$ cat src/rtl/slot_alloc_if.sv
// Request/response bundle for the slot allocator: alloc/free requests in,
// grant/fail/error pulses and occupancy status out.
interface slot_alloc_if #(
    parameter int unsigned N      = 8,
    parameter int unsigned ADDR_W = 3
);
    logic              alloc_req;
    logic              free_req;
    logic [ADDR_W-1:0] free_addr;
    logic              alloc_valid;
    logic              alloc_fail;
    logic [ADDR_W-1:0] alloc_addr;
    logic [N-1:0]      occ;
    logic [ADDR_W:0]   count;
    logic              full;
    logic              empty;
    logic              err_free;

    modport master (
        output alloc_req, free_req, free_addr,
        input  alloc_valid, alloc_fail, alloc_addr, occ, count, full, empty, err_free
    );

    modport slave (
        input  alloc_req, free_req, free_addr,
        output alloc_valid, alloc_fail, alloc_addr, occ, count, full, empty, err_free
    );
endinterface

$ cat src/rtl/slot_alloc.sv
// Occupancy tracker and lowest-free-slot allocator for an N-entry buffer.
// One alloc and one free may be resolved per cycle; all results are registered.
module slot_alloc #(
    parameter int unsigned N      = 8,
    parameter int unsigned ADDR_W = 3
) (
    input  logic         clk,
    input  logic         rst_n,
    slot_alloc_if.slave  bus
);

    localparam int unsigned Slots = 2 ** ADDR_W;

    logic [N-1:0]      occ_q, occ_d;
    logic [ADDR_W:0]   count_q, count_d;
    logic [ADDR_W-1:0] alloc_addr_q, alloc_addr_d;
    logic              alloc_valid_q, alloc_valid_d;
    logic              alloc_fail_q, alloc_fail_d;
    logic              err_free_q, err_free_d;

    logic              hit;
    logic [ADDR_W-1:0] idx;
    logic              grant;
    logic              free_legal;
    logic [Slots-1:0]  occ_ext;
    logic [N-1:0]      set_mask;
    logic [N-1:0]      clr_mask;

    // Lowest-index free slot among the N real slots of the registered vector.
    always_comb begin
        hit = 1'b0;
        idx = '0;
        for (int unsigned i = 0; i < N; i++) begin
            if (!occ_q[i] && !hit) begin
                hit = 1'b1;
                idx = ADDR_W'(i);
            end
        end
    end

    // Zero-extended view so out-of-range free addresses read as "not busy".
    assign occ_ext    = Slots'(occ_q);
    assign grant      = bus.alloc_req && hit;
    assign free_legal = bus.free_req && (32'(bus.free_addr) < N) && occ_ext[bus.free_addr];

    always_comb begin
        set_mask      = grant      ? (N'(1) << idx)           : '0;
        clr_mask      = free_legal ? (N'(1) << bus.free_addr) : '0;
        occ_d         = (occ_q | set_mask) & ~clr_mask;
        count_d       = count_q + (ADDR_W + 1)'(grant) - (ADDR_W + 1)'(free_legal);
        alloc_addr_d  = grant ? idx : alloc_addr_q;
        alloc_valid_d = grant;
        alloc_fail_d  = bus.alloc_req && !hit;
        err_free_d    = bus.free_req && !free_legal;
    end

    always_ff @(posedge clk or negedge rst_n) begin
        if (!rst_n) begin
            occ_q         <= '0;
            count_q       <= '0;
            alloc_addr_q  <= '0;
            alloc_valid_q <= 1'b0;
            alloc_fail_q  <= 1'b0;
            err_free_q    <= 1'b0;
        end else begin
            occ_q         <= occ_d;
            count_q       <= count_d;
            alloc_addr_q  <= alloc_addr_d;
            alloc_valid_q <= alloc_valid_d;
            alloc_fail_q  <= alloc_fail_d;
            err_free_q    <= err_free_d;
        end
    end

    assign bus.occ         = occ_q;
    assign bus.count       = count_q;
    assign bus.alloc_addr  = alloc_addr_q;
    assign bus.alloc_valid = alloc_valid_q;
    assign bus.alloc_fail  = alloc_fail_q;
    assign bus.err_free    = err_free_q;
    assign bus.full        = (count_q == (ADDR_W + 1)'(N));
    assign bus.empty       = (count_q == '0);

endmodule

$ cat src/flat_wrapper.sv
// flat-port wrapper written by rule: the top's interface ports become plain ports
module slot_alloc_flat 
#(
    parameter int unsigned N      = 8,
    parameter int unsigned ADDR_W = 3
)
  (clk, rst_n, bus_alloc_req, bus_free_req, bus_free_addr, bus_alloc_valid, bus_alloc_fail, bus_alloc_addr, bus_occ, bus_count, bus_full, bus_empty, bus_err_free);
  slot_alloc_if #(.N(N), .ADDR_W(ADDR_W)) bus_i ();
  input  logic clk;
  input  logic rst_n;
  input wire logic [$bits(bus_i.alloc_req)-1:0] bus_alloc_req;
  input wire logic [$bits(bus_i.free_req)-1:0] bus_free_req;
  input wire logic [$bits(bus_i.free_addr)-1:0] bus_free_addr;
  output wire logic [$bits(bus_i.alloc_valid)-1:0] bus_alloc_valid;
  output wire logic [$bits(bus_i.alloc_fail)-1:0] bus_alloc_fail;
  output wire logic [$bits(bus_i.alloc_addr)-1:0] bus_alloc_addr;
  output wire logic [$bits(bus_i.occ)-1:0] bus_occ;
  output wire logic [$bits(bus_i.count)-1:0] bus_count;
  output wire logic [$bits(bus_i.full)-1:0] bus_full;
  output wire logic [$bits(bus_i.empty)-1:0] bus_empty;
  output wire logic [$bits(bus_i.err_free)-1:0] bus_err_free;
  assign bus_i.alloc_req = bus_alloc_req;
  assign bus_i.free_req = bus_free_req;
  assign bus_i.free_addr = bus_free_addr;
  assign bus_alloc_valid = bus_i.alloc_valid;
  assign bus_alloc_fail = bus_i.alloc_fail;
  assign bus_alloc_addr = bus_i.alloc_addr;
  assign bus_occ = bus_i.occ;
  assign bus_count = bus_i.count;
  assign bus_full = bus_i.full;
  assign bus_empty = bus_i.empty;
  assign bus_err_free = bus_i.err_free;
  slot_alloc #(.N(N), .ADDR_W(ADDR_W)) u_core (.clk(clk), .rst_n(rst_n), .bus(bus_i));
endmodule
$ cat config.mk
export PLATFORM = sky130hd
export DESIGN_NAME = slot_alloc_flat
export DESIGN_NICKNAME = d
export VERILOG_FILES = /design/src/rtl/slot_alloc_if.sv /design/src/rtl/slot_alloc.sv /design/src/flat_wrapper.sv
export SDC_FILE = /design/constraint.sdc
export NUM_CORES = 1
export LEC_CHECK = 0
export BUFFER_PORTS_ARGS = -buffer_cell sky130_fd_sc_hd__buf_2
export CAP_MARGIN = 20
export CORE_UTILIZATION = 50
export CTS_BUF_LIST = sky130_fd_sc_hd__clkbuf_8
export DETAILED_ROUTE_END_ITERATION = 10
export PLACE_DENSITY = 0.77
export SETUP_SLACK_MARGIN = 0.4
export SLEW_MARGIN = 20
export SYNTH_ARGS = -nofsm -noshare
export SYNTH_HDL_FRONTEND = slang
export SYNTH_SLANG_ARGS = --single-unit
$ cat constraint.sdc
create_clock -name clk -period 2.7 [get_ports clk]
set_input_delay 0.405 -clock clk [delete_from_list [all_inputs] [get_ports clk]]
set_output_delay 0.405 -clock clk [all_outputs]
set_load 0.1 [all_outputs]
==> impl_metrics.toml <==
[synthesis]
synthesis.area_um2 = 983
syn_area_per_cell_um2 = 10.0
synth_cell_type_count = 37
synthCells = 98
synth_area_leaders = "dfrtp_1, ha_1, inv_1"
syn-num-nets = 112
seq_area_frac_synth_pct = 45.8
synth-seq-cells = 18
synth_top_area_share_pct = 45.8
synth_largest_area_cell = "dfrtp_1"
yosysWarningCount = 0

[setup_path]
crit_chain = "mux2_4 -> o22ai_4 -> nor4b_2 -> ha_1 -> inv_1 -> ha_2 -> inv_1 -> fa_1 -> xnor2_1"
slowest_stage = "dfrtp_4"
cp_top_family = "adder cells"
cp.arrival_ps = 2440
r2r_cells = 9
crit_path_max_fanout = 7
start_kind = "flop"
worstPathRequired_ps = 2870
slowest_delay_ps = 520
r2r_start = "u_core.bus.occ[5]"
ff2ff_setup_slack_ps = 430
end_kind = "flop"
rr_endpoint = "u_core.bus.count[2]"
crit_type = "flop to flop"
cp.buffers_inverters = 2
crit_top_cell = "inv_1"

[floorplanning]
core-area_um2 = 1780
fp.dieH_um = 46.4
io_pins = 27
die_w_um = 46.4
rows = 15
initial_core_util_pct = 55.2
die_area_um2 = 2150

[placed_design]
place_area_um2 = 1200
dp.cells = 147
pre_cts_slack_ps = 276
place.gp.congestion = 0.878
port_buffers = 26
hpwl_mm = 1.61

[sta]
report.final.slew_viol_count = 0
tns_ps = 0
period_share_pct = 84.1
tightest_slew_ps = 485
postLayoutSetupSlackWorst_ps = 428
max_clock_freq_mhz = 440
rsz0062_at_grt = "yes"
finalClockSkew_ps = 2.06
final-setup-viol-count = 0
relSlewSlack_pct = 67.9
hold_viol = 0
min_period_ps = 2270

[finish]
nets = 143
antenna_cells = 0
fin_cells = 153
area_delta_synth_final_pct = 30.9
mostFrequentLayoutCells = "buf_2, inv_1, dfrtp_1"
final_area_um2 = 1290
drive_gt1_share_pct = 41.4
fillCellCount = 131
final_common_cell = "buf_2"

[cts]
clock_sinks = 18
cts_buffer_depth = 2
cts_hold_buf = 0
clk_pin_slew_worst_paths_ps = 70
clk_latency_ps = 250
cts_buffers = 3
cts_tree = "yes"
clock-root-buffer = "clkbuf_8"
cts.htree.levels = 1

[detailed_routing]
drt-wirelength-per-cell_um = 15.3
via_per_inst = 5.60
drc = 0
drtIter0Drc = 14
routed_wl_mm = 2.33
ant_nets = 0
via_count = 857
first_pass_iters = 4

[global_routing]
grt_pass1_vias = 801
grt_pass1_wl_mm = 3.63
grt_max_degree = 19
grt_antenna_before_repair = 0
grt_use_total_pct = 24.8
grt_overflow = 0

[run]
drv_cap = 0

[outcome]
outcome = "finished clean"

[min_path]
hold_path_class = "input pin to async pin"
-- state kept, by name, summed over array words and instances, names as in the netlist --
| register | flops |
|---|---|
| u_core.bus.alloc_addr | 3 |
| u_core.bus.alloc_fail | 1 |
| u_core.bus.alloc_valid | 1 |
| u_core.bus.count | 4 |
| u_core.bus.err_free | 1 |
| u_core.bus.occ | 8 |
-- per-layer routing --
metal  track usage [%]  part of all wire [%]  up-vias
li1                  -                     -      405
met1              33.3                    46      406
met2              38.9                    46       37
met3              3.53                   4.8        9
met4              12.4                   2.4        0
met5                 0                     0        -
-- kinds of logic (layout without fill, tap and decap cells) --
group / Yosys count / count (layout) / synth area share [%]
XOR/XNOR: 2 / 2 / 1.78
adder cells (fa/ha/maj): 7 / 7 / 9.67
AO/OA/AOI/OAI: 30 / 30 / 20.1
AND/OR/NAND/NOR: 26 / 26 / 15.1
multiplexers: 2 / 2 / 2.29
buffers and inverters: 13 / 43 / 5.22
flip-flops: 18 / 18 / 45.8
-- timing repair --
action	4_1_cts	5_1_grt
resized for setup	0	3
buffers inserted	0	2
endpoints found under the hold margin	0	0
setup endpoints to repair	0	3
-- worst reg2reg max path, delay by kind of cell, from the launching register on --
family / cells / cell delay, ps
AO/OA/AOI/OAI: 1 / 160
buffers and inverters: 2 / 120
flip-flops: 1 / 520
multiplexers: 1 / 300
XOR/XNOR: 1 / 180
adder cells (fa/ha/maj): 3 / 830
AND/OR/NAND/NOR: 1 / 70
-- cells in the mapped netlist, drive strengths merged --
cell type	n
a21oi	4
buf	1
nor2b	3
or2	1
nor2	2
o211ai	1
o31a	1
nand3	2
mux2	2
fa	1
o2bb2ai	1
xnor2	1
clkbuf	1
nand2b	4
a211oi	1
o21a	1
or3	1
xor2	1
nand4	2
a2111oi	1
o31ai	4
nor3	1
dfrtp	18
o21ai	12
a31oi	1
nand2	7
a21o	1
o22ai	1
and3	2
ha	6
inv	11
nor4b	1
a22oi	1
-- worst max-delay path by stage --
stage,start,endpoint,slack (ps),cells past startpoint
after detailed placement,bus_free_addr[1],u_core.bus.count[1],280,10
after floorplan,u_core.bus.count[2],bus_empty,420,3
after CTS,u_core.bus.occ[1],u_core.bus.count[1],400,9
after global routing,u_core.bus.occ[5],u_core.bus.count[1],340,9
after global placement,bus_free_addr[2],u_core.bus.count[1],350,10
final,u_core.bus.occ[5],u_core.bus.count[2],430,9
-- through the flow --
step | utilization [%] | hold WS (ps)
finish | 72.2 | 76.5
detailed placement | 67.4 | 366
global route | 72.2 | 112
CTS | 70.5 | 91.1
global placement | 67.4 | 356
floorplan | - | 109
-- final cells by class --
type,count,area (um^2),share of cell area [%]
Multi-Input combinational cell,67,539,41.9
Sequential cell,18,475,36.9
Timing Repair Buffer,28,145,11.3
Clock buffer,4,55.1,4.28
Inverter,11,41.3,3.21
Tap cell,25,31.3,2.43
Power is not shown: default switching activity piles up to over one toggle a cycle in this logic, so the estimate is an artifact.
